## src/rtl/counter_pkg.sv

```systemverilog
// Shared definitions for the counter library.
//   mode_e : output-code / counting mode select (binary, Gray, saturate, hold)
//   clog2  : bits needed to index 'value' states, used for parameter checks
package counter_pkg;

    typedef enum logic [1:0] {
        MODE_BIN  = 2'd0,
        MODE_GRAY = 2'd1,
        MODE_SAT  = 2'd2,
        MODE_HOLD = 2'd3
    } mode_e;

    function automatic int unsigned clog2(input int unsigned value);
        int unsigned    bits;
        longint unsigned span;
        bits = 0;
        span = 1;
        while (span < longint'(value)) begin
            span = span << 1;
            bits++;
        end
        return bits;
    endfunction

endpackage

```

## src/rtl/bin2gray.sv

```systemverilog
// Combinational binary-to-reflected-Gray converter.
//   bin  : binary input, WIDTH bits
//   gray : Gray-coded output, WIDTH bits
module bin2gray #(
    parameter int WIDTH = 4
) (
    input  logic [WIDTH-1:0] bin,
    output logic [WIDTH-1:0] gray
);

    assign gray = bin ^ (bin >> 1);

endmodule

```

## src/rtl/counter_multimode.sv

```systemverilog
// WIDTH-bit modulo counter with up/down, synchronous load and a selectable
// registered output code.
//   clock      : rising-edge clock
//   reset      : asynchronous active-low reset
//   enable     : advance the index on this edge
//   up         : 1 = increment, 0 = decrement
//   load       : synchronous load of load_value (clamped to MODULUS-1), beats enable
//   load_value : value to load
//   mode       : 0 binary wrap, 1 Gray wrap, 2 binary saturate, 3 hold
//   out        : registered encoded index
//   count      : registered binary index
//   terminal   : index sits at the end point for the current direction
//   wrapped    : one-cycle registered pulse after a wrap step
module counter_multimode
    import counter_pkg::*;
#(
    parameter int WIDTH       = 4,
    parameter int MODULUS     = 2 ** WIDTH,
    parameter int RESET_VALUE = 0
) (
    input  logic             clock,
    input  logic             reset,
    input  logic             enable,
    input  logic             up,
    input  logic             load,
    input  logic [WIDTH-1:0] load_value,
    input  logic [1:0]       mode,
    output logic [WIDTH-1:0] out,
    output logic [WIDTH-1:0] count,
    output logic             terminal,
    output logic             wrapped
);

    localparam int unsigned      MOD_BITS = clog2(MODULUS);
    localparam logic [WIDTH-1:0] LAST     = WIDTH'(MODULUS - 1);
    localparam logic [WIDTH-1:0] START    = WIDTH'(RESET_VALUE);

    if (WIDTH < 2) begin : g_bad_width
        $error("counter_multimode: WIDTH must be at least 2");
    end
    if (MODULUS < 2 || MOD_BITS > WIDTH) begin : g_bad_modulus
        $error("counter_multimode: MODULUS must lie in 2..2**WIDTH");
    end
    if (RESET_VALUE < 0 || RESET_VALUE >= MODULUS) begin : g_bad_reset
        $error("counter_multimode: RESET_VALUE must be below MODULUS");
    end

    mode_e            mode_sel;
    logic [WIDTH-1:0] clamped;
    logic [WIDTH-1:0] next_index;
    logic [WIDTH-1:0] next_gray;
    logic [WIDTH-1:0] next_out;
    logic             next_wrapped;

    assign mode_sel = mode_e'(mode);
    assign clamped  = (load_value > LAST) ? LAST : load_value;

    always_comb begin
        next_index   = count;
        next_wrapped = 1'b0;
        if (load) begin
            next_index = clamped;
        end else if (enable && mode_sel != MODE_HOLD) begin
            if (up) begin
                if (count != LAST) begin
                    next_index = count + WIDTH'(1);
                end else if (mode_sel != MODE_SAT) begin
                    next_index   = '0;
                    next_wrapped = 1'b1;
                end
            end else begin
                if (count != '0) begin
                    next_index = count - WIDTH'(1);
                end else if (mode_sel != MODE_SAT) begin
                    next_index   = LAST;
                    next_wrapped = 1'b1;
                end
            end
        end
    end

    // Encode from the next index so out and count change on the same edge;
    // a mode change alone therefore re-encodes out even with enable low.
    bin2gray #(
        .WIDTH(WIDTH)
    ) u_bin2gray (
        .bin  (next_index),
        .gray (next_gray)
    );

    assign next_out = (mode_sel == MODE_GRAY) ? next_gray : next_index;

    always_ff @(posedge clock or negedge reset) begin
        if (!reset) begin
            count   <= START;
            out     <= START;
            wrapped <= 1'b0;
        end else begin
            count   <= next_index;
            out     <= next_out;
            wrapped <= next_wrapped;
        end
    end

    assign terminal = up ? (count == LAST) : (count == '0);

endmodule

```

## config.mk

```make
export PLATFORM = sky130hd
export DESIGN_NAME = counter_multimode
export DESIGN_NICKNAME = d
export VERILOG_FILES = /design/src/rtl/counter_pkg.sv /design/src/rtl/bin2gray.sv /design/src/rtl/counter_multimode.sv
export SDC_FILE = /design/constraint.sdc
export NUM_CORES = 1
export LEC_CHECK = 0
export CORE_ASPECT_RATIO = 1.2
export CORE_UTILIZATION = 25
export CTS_CLUSTER_DIAMETER = 60
export DETAILED_ROUTE_END_ITERATION = 10
export PLACE_DENSITY = 0.56
export SLEW_MARGIN = 20
export SYNTH_ARGS = -nofsm -noshare
export SYNTH_HDL_FRONTEND = slang
export SYNTH_SLANG_ARGS = --single-unit
```

## constraint.sdc

```tcl
create_clock -name clock -period 1.93 [get_ports clock]
set_input_delay 0.386 -clock clock [delete_from_list [all_inputs] [get_ports clock]]
set_output_delay 0.386 -clock clock [all_outputs]
set_load 0.005 [all_outputs]
```

# Word level (Yosys, flattened, before mapping)
# Index checks and enable logic that the tools add are counted.
# totals
in_bits	11
word_cells	31
regBits	9
out_inout_bits	10
# classes
eq_ne	5
n_lt_le_gt_ge	1
bitwise_logic	1
addsub	2
muxes	16
n_reduce_logical	3
# ops
cell	n
$mux 4	9
$mux 1	7
$add 4x1->4 const B	1
$eq 4x4->1 const B	1
$gt 4x4->1 const B	1
$logic_not 4->1	1
$ne 2x2->1 const B	2
$ne 4x4->1 const B	1
$reduce_bool 4->1	1
$sub 4x1->4 const B	1
$xor 4x3->4	1
$eq 2x1->1 const B	1
$logic_and 1x1->1	1

# Logic depth before layout (Yosys ltp)
# Gate-level depths: netlist (run 1).
# logic_depth
ltp_word	8
mapped_depth	8
depth_no_buf	8

# Modules after synthesis
# Synthesis (run 1) repeated with hierarchy kept, for this count alone.
# unflattened
cells_unflattened	97
area_unflattened_um2	800.8
# by_module_without_submodules
mod	seq_area_each_um2	n_inst	area_per_inst_um2	cells_per_inst
counter_multimode	225.2	1	767.0	93
bin2gray	0.0	1	33.8	4

# Worst setup path before layout (run 1)
# Ideal clock, no wire load.
# synth_timing
kind	register to register
from	register count[1]
to	register out[0]
n_path_buf	0
arrival_time_ps	1971
path_stages_with_launch	9
setup_time_ps	123
period_less_slack_ps	2093
slack_ps	-163
t_required_ps	1807
path_cell_list	dfrtp_1 -> inv_1 -> ha_1 -> or4b_4 -> or3_1 -> a31oi_1 -> a311oi_1 -> a21o_1 -> xnor2_1
# synth_via
elab_chain_len	7
elab_cells_between_ends	13
cone_classes	2 x add/sub; 1 x eq/ne; 8 x mux; 1 x bitwise; 1 x reduce/logical
# synth_rtl
item	line	text
from (decl)	counter_multimode.sv:29	output logic [WIDTH-1:0] count,
from (signal assigned)	counter_multimode.sv:99	count <= next_index;
$ne 4x4->1 / $reduce_bool 4->1 (equally long branches)	counter_multimode.sv:65, counter_multimode.sv:72	
$mux 4, on equally long branches	counter_multimode.sv:65, counter_multimode.sv:72	
$mux 4 *	counter_multimode.sv:64	if (up) begin
$mux 4 *	counter_multimode.sv:63	end else if (enable && mode_sel != MODE_HOLD) begin
$mux 4 *	counter_multimode.sv:61	if (load) begin
named net next_index[0]	counter_multimode.sv:50	logic [WIDTH-1:0] next_index;
$xor 4x3->4	bin2gray.sv:11	assign gray = bin ^ (bin >> 1);
$mux 4 *	counter_multimode.sv:91	assign next_out = (mode_sel == MODE_GRAY) ? next_gray : next_index;
named net next_out[0]	counter_multimode.sv:52	logic [WIDTH-1:0] next_out;
to (signal assigned)	counter_multimode.sv:100	out <= next_out;
to (decl)	counter_multimode.sv:28	output logic [WIDTH-1:0] out,
# The timed path passes the listed nets; every way through them passes the cells marked *.

# Final worst setup path (run 1)
# Same ends and word-level chain as after synthesis.

==> results by group, run 1 <==
Floorplan
  – Rows: 19
  – Die Footprint: roughly 2700 um^2
  – CORE AREA: roughly 2300 um^2
  – Initial core utilization: 0.2664
  – Die height: between 50 and 60 um
  – I/O Pins: 21
  – Die Span X: ~47 um

GRT
  – Initial antenna violation count: 0
  – GRT overflow: 0
  – Vias in the first global route: 707
  – Total global-route track usage: 0.1516
  – Global-route wire length before repair: roughly 3000 um
  – Largest net degree at the start of global routing: 11

Timing
  – Total negative slack: -0.7945 ns
  – RSZ-0062 raised after global routing: yes
  – Fin worst setup slack: -0.2406 ns
  – Tmin final: about 2.2 ns
  – Hold Worst Slack: about 0.41 ns
  – Slew Limit Fails: 0
  – Final worst-path cycle share: 1.125
  – Slew margin rel.: 0.7203
  – Max Fclk: 460.7 MHz
  – Layout Skew: between 0.002 and 0.003 ns
  – Final Hold Violating Endpoints: 0
  – Setup Viol. Count Final: 5
  – Slew of the pin with the lowest slew margin: ~0.42 ns

Clocking
  – CTS Buffer Depth: 2
  – CTS root buf: clkbuf_4
  – CTS Sinks: 8
  – CTS tree: done
  – Clock Latency Late Sink: 0.25 ns
  – Cts bufs inserted: 3
  – Clk pin slew, worst setup/hold paths: 0.05 ns
  – Max H-tree Level: 1
  – CTS Hold Bufs: 0

Routing
  – Total wire length: 1847 um
  – Wire per inst: 12.83 um
  – Initial DRC count: 10
  – DRC: 0
  – Final ANT Viol Nets: 0
  – Via-to-Cell Ratio: between 4 and 5
  – Vias: a little over 700
  – Initial DRT Pass Iterations: 4

Layout
  – Layout Cells excl Fill: 144
  – N_diodes: 0
  – P&R area growth vs syn: 76.81%
  – Share of cells above drive strength 1: 0.3451
  – Final nets: 128
  – Final Instance Area: between 1000 and 1500 um^2

Critical path
  – Startpoint types: flip-flop
  – CP Class: reg2reg
  – Critical Path RT: 2.06 ns
  – CP Capture Type: flip-flop
  – Critical Path AT: 2.30 ns
  – Worst Path Max Fanout: 3

Power and ir drop
  – Leak pwr: 0.4749 nW
  – Worst VDD drop: between 0.2 and 0.3 mV
  – Pwr dens: 559.1 nW/um^2

Synth
  – Yosys reg bits: 8
  – Ys async rst share: 1.000
  – Synth cell count leaders: dfrtp_1 (8), nand2_1 (6), inv_1 (5), o21ai_0 (5), nor2_1 (4)
  – Synth Area per Inst: a little under 9 um^2
  – Post-Synthesis Cells: 71
  – Post-synth cell types: 39
  – Syn Nets: between 80 and 90
  – Main synth FF type: dfrtp_1
  – Post-synth EDFFs: 0
  – Sequential fraction of the synthesis area: 0.3226
  – Area contributors post-synth: dfrtp_1 (32%), xnor2_1 (4.2%), ha_1 (4.0%)
  – Cell with the most instances after synthesis: dfrtp_1
  – Mapped Area: between 600 and 700 um^2
  – Post-synth top area share: 0.3226
  – Synth area leader: dfrtp_1
  – Yosys Warn Count: 0

Outcome
  – Failing checks: negative setup slack
  – Status: finished, violations left

Placement
  – HPWL after detailed placement: approximately 1400 um
  – RD Place Congestion: 0.8494
  – Placed insts: 134
  – Placed cell area: about 950 um^2
  – IO buf count: 20

Flow run
  – Max-Cap Viols: 0

Hold path
  – Hold Crit Class: in2async
worst paths after layout:
path	startpoint	to	slack, ns	cells past startpoint
max	count[1]	out[0]	-0.24	9
max in group asynchronous	reset	count[1]	1.26	1
min in group clock	load_value[3]	count[3]	0.72	3
min	reset	out[1]	0.41	1
max reg2reg	count[1]	out[0]	-0.24	9
min reg2reg	count[0]	count[0]	0.80	3
area by class of cell:
type / count / area (um^2)
tap: 31 / 38.79
fill: 234 / 1232
multi-input combinational: 53 / 432.9
timing repair buffer: 44 / 384.1
sequential: 8 / 200.2
inverter: 5 / 18.77
clock buffer: 3 / 22.52
power breakdown:
| part | total, mW | internal [mW] | switching (mW) |
|---|---|---|---|
| clock network | 0.124 | 0.0709 | 0.0529 |
| registers | 0.198 | 0.189 | 0.00931 |
| logic | 0.292 | 0.165 | 0.127 |
| total | 0.614 | 0.425 | 0.189 |
kinds of logic (layout without fill, tap and decap cells):
logic type | after synthesis | after routing | share of synthesized area
XOR/XNOR | 4 | 4 | 0.05646
buffers and inverters | 10 | 52 | 0.08667
adder cells (fa/ha/maj) | 2 | 2 | 0.04032
AO/OA/AOI/OAI | 21 | 21 | 0.2440
AND/OR/NAND/NOR | 25 | 25 | 0.2339
multiplexers | 1 | 1 | 0.01613
flip-flops | 8 | 8 | 0.3226
stage by stage:
stage	worst slack [ns]	util	power, mW
after floorplan	-0.1614	-	0.3178
after global placement	-0.3732	0.4098	0.4485
after detailed placement	-0.4022	0.4098	0.4505
after CTS	-0.2256	0.4474	0.5974
after global routing	-0.3427	0.4710	0.6576
final	-0.2406	0.4710	0.6136
cell usage in the layout (no fill, tap or decap), types with 2 or more instances in the layout:
master	synthesis	final
buf_6	1	2
clkbuf_4	0	3
inv_1	5	4
buf_4	2	22
o21ai_1	0	2
a21oi_1	2	2
o21ai_0	5	3
nor2_1	4	4
nor2b_1	2	2
nor3_1	2	2
nand3_1	2	2
dfrtp_1	8	8
xnor2_1	3	3
nand2_1	6	5
clkdlybuf4s50_1	0	17
registers in the layout, indices dropped and copies added (netlist names):
register,cells
wrapped,1
count,4
out,3
metal layers:
layer / global-route usage / up-vias / share of wire
li1: - / 353 / -
met1: 0.1769 / 345 / 0.41
met2: 0.2701 / 17 / 0.54
met3: 0.009646 / 2 / 0.034
met4: 0.05714 / 0 / 0.012
met5: 0 / - / 0
critical path, cell delays in order (launching register included):
cell and delay, ns:
dfrtp_1 0.39, inv_2 0.09, ha_4 0.14, or4b_4 0.47
buf_6 0.14, or3_1 0.29, a31oi_1 0.16, a311oi_1 0.07
a21o_1 0.19, xnor2_1 0.12
timing repair:
item                       in CTS  in global routing
setup endpoints to repair       5                  6
gates resized for setup        12                 11
buffers inserted                5                  3
pin swaps                       5                  7
Power figures use the tool's default switching activity.
==> run 2: changes to the inputs <==
--- a/config.mk
+++ b/config.mk
@@ -5,11 +5,10 @@
 export SDC_FILE = /design/constraint.sdc
 export NUM_CORES = 1
 export LEC_CHECK = 0
-export CORE_ASPECT_RATIO = 1.2
-export CORE_UTILIZATION = 25
+export CORE_UTILIZATION = 39
 export CTS_CLUSTER_DIAMETER = 60
 export DETAILED_ROUTE_END_ITERATION = 10
-export PLACE_DENSITY = 0.56
+export PLACE_DENSITY = 0.78
 export SLEW_MARGIN = 20
 export SYNTH_ARGS = -nofsm -noshare
 export SYNTH_HDL_FRONTEND = slang
==> run 2 against run 1 <==
The run still ends with negative setup slack left. Critical path type unchanged. Hold slack got worse by 0.0041 ns. Die area decreased by 35%. Setup slack improved by 0.12 ns. Clock skew decreased by 0.0019 ns. Register-to-register slack improved by 0.12 ns. Utilization increased by 27 points. Total power increased by 4.5%.
==> results by group, run 2 (synthesis results as in run 1) <==
Outcome
  – Status: finished, violations left
  – Failing checks: negative setup slack

Clocking
  – Clock Latency Late Sink: between 0.2 and 0.3 ns
  – CTS root buf: clkbuf_4
  – CTS Sinks: 8
  – CTS Buffer Depth: 2
  – Max H-tree Level: 1
  – CTS tree: done
  – CTS Hold Bufs: 0
  – Cts bufs inserted: 3
  – Clk pin slew, worst setup/hold paths: approximately 0.050 ns

GRT
  – GRT overflow: 0
  – Total global-route track usage: 0.2521
  – Global-route wire length before repair: roughly 3300 um
  – Initial antenna violation count: 0
  – Largest net degree at the start of global routing: 11
  – Vias in the first global route: 754

Floorplan
  – Die Span X: ~42 um
  – Initial core utilization: 0.4168
  – I/O Pins: 21
  – CORE AREA: around 1500 um^2
  – Rows: 14
  – Die height: ~42 um
  – Die Footprint: about 1800 um^2

Critical path
  – Worst path max stage delay: approximately 0.46 ns
  – Slowest cell on the critical path: or4b_4
  – Critical Path AT: 2.19 ns
  – Startpoint types: flip-flop
  – Worst Path Max Fanout: 3
  – Critical Path, Cell by Cell: inv_2, ha_4, or4b_4, or3_1, a31oi_1, a311oi_1, a21o_1, xnor2_1
  – CP Class: reg2reg
  – R2R cell count: 8
  – CP Capture Type: flip-flop
  – Critical Path RT: about 2.1 ns

Layout
  – Number of flip-flops in the largest register: 4
  – P&R area growth vs syn: 77.82%
  – Commonest cells after routing, fill and taps aside: buf_4 (25), clkdlybuf4s50_1 (17), dfrtp_1 (8)
  – Share of cells above drive strength 1: 0.3793
  – Top reg by flops: count
  – Post-Route Utilization: 0.7412
  – Filler cell count: 97
  – Final nets: ~130
  – Largest registers: count (4), out (3), wrapped (1)
  – N_diodes: 0
  – Most common cell after layout, fill and taps aside: buf_4

Timing
  – Slew margin rel.: 0.7584
  – Setup Viol. Count Final: 4
  – Slew of the pin with the lowest slew margin: about 0.36 ns
  – Tmin final: roughly 2.0 ns
  – Fin worst setup slack: -0.1161 ns
  – Final Hold Violating Endpoints: 0
  – RSZ-0062 raised after global routing: yes
  – Total negative slack: -0.2873 ns
  – Max Fclk: about 490 MHz
  – Slew Limit Fails: 0
  – Final worst-path cycle share: 1.060
  – Layout Skew: between 0.0006 and 0.0007 ns

Power and ir drop
  – Pwr dens: 581.1 nW/um^2
  – Leak pwr: roughly 0.50 nW
  – Worst VDD drop: about 0.37 mV

Flow run
  – Max-Cap Viols: 0

Hold path
  – Hold Crit Class: in2async

Routing
  – Final ANT Viol Nets: 0
  – Vias: ~760
  – Initial DRC count: 26
  – DRC: 0
  – Wire per inst: roughly 15 um
  – Via-to-Cell Ratio: 5.765
  – Total wire length: ~2000 um
  – Initial DRT Pass Iterations: 4

Placement
  – IO buf count: 20
  – RD Place Congestion: about 0.94
  – HPWL after detailed placement: between 1000 and 1500 um
==> run 2: metrics by stage <==
step                cell area, um^2  setup WS [ns]  power [mW]  instances  hold WS, ns
finish                         1104        -0.1161      0.6413        132       0.4084
global route                   1104        -0.1778      0.6774        132       0.4238
CTS                            1031        -0.1005      0.6131        129       0.4130
detailed placement            958.4        -0.3838      0.4599        122       0.6876
global placement              958.4        -0.3721      0.4552        122       0.6767
floorplan                     623.1        -0.1614      0.3178         71      0.09041
==> run 2: cell type report <==
cell class | instances | area (um^2) | area share
inverters | 5 | 18.77 | 0.01701
repair buffers | 47 | 410.4 | 0.3719
well taps | 16 | 20.02 | 0.01814
clock buffers | 3 | 22.52 | 0.02041
multi-input cells | 53 | 431.7 | 0.3912
flip-flops and latches | 8 | 200.2 | 0.1814
==> run 2: path summary, 6_finish.rpt <==
| check | start | endpoint | slack, ns |
|---|---|---|---|
| max | count[1] | out[0] | -0.12 |
| min | reset | out[0] | 0.41 |
| max reg2reg | count[1] | out[0] | -0.12 |
| min reg2reg | count[0] | count[0] | 0.82 |
| max in group asynchronous | reset | count[3] | 1.26 |
| min in group clock | mode[1] | out[0] | 0.69 |
==> run 2: per-layer routing <==
metal  vias up  GRT usage  routed length (um)
li1        357          -                   -
met1       361     0.3000                 810
met2        43     0.4094                1048
met3         0    0.08261                 164
met4         0     0.1161                   0
met5         -          0                   0
==> run 2: critical path: cells and delay by family (launching register included) <==
kind                     cells  cell delay (ns)
AND/OR/NAND/NOR              2             0.77
AO/OA/AOI/OAI                3             0.42
flip-flops                   1             0.39
adder cells (fa/ha/maj)      1             0.14
XOR/XNOR                     1             0.13
buffers and inverters        1             0.09
==> run 2: timing repair <==
item / 4_1_cts / 5_1_grt
setup endpoints to repair: 5 / 6
pin swaps: 5 / 8
endpoints found under the hold margin: 0 / 0
setup buffers: 4 / 5
resized for setup: 8 / 16
==> run 2: power breakdown <==
part | switching (mW) | internal [mW] | total [mW]
combinational | 0.133 | 0.180 | 0.313
clock | 0.0577 | 0.0712 | 0.129
sequential | 0.0112 | 0.189 | 0.200
total | 0.202 | 0.440 | 0.641
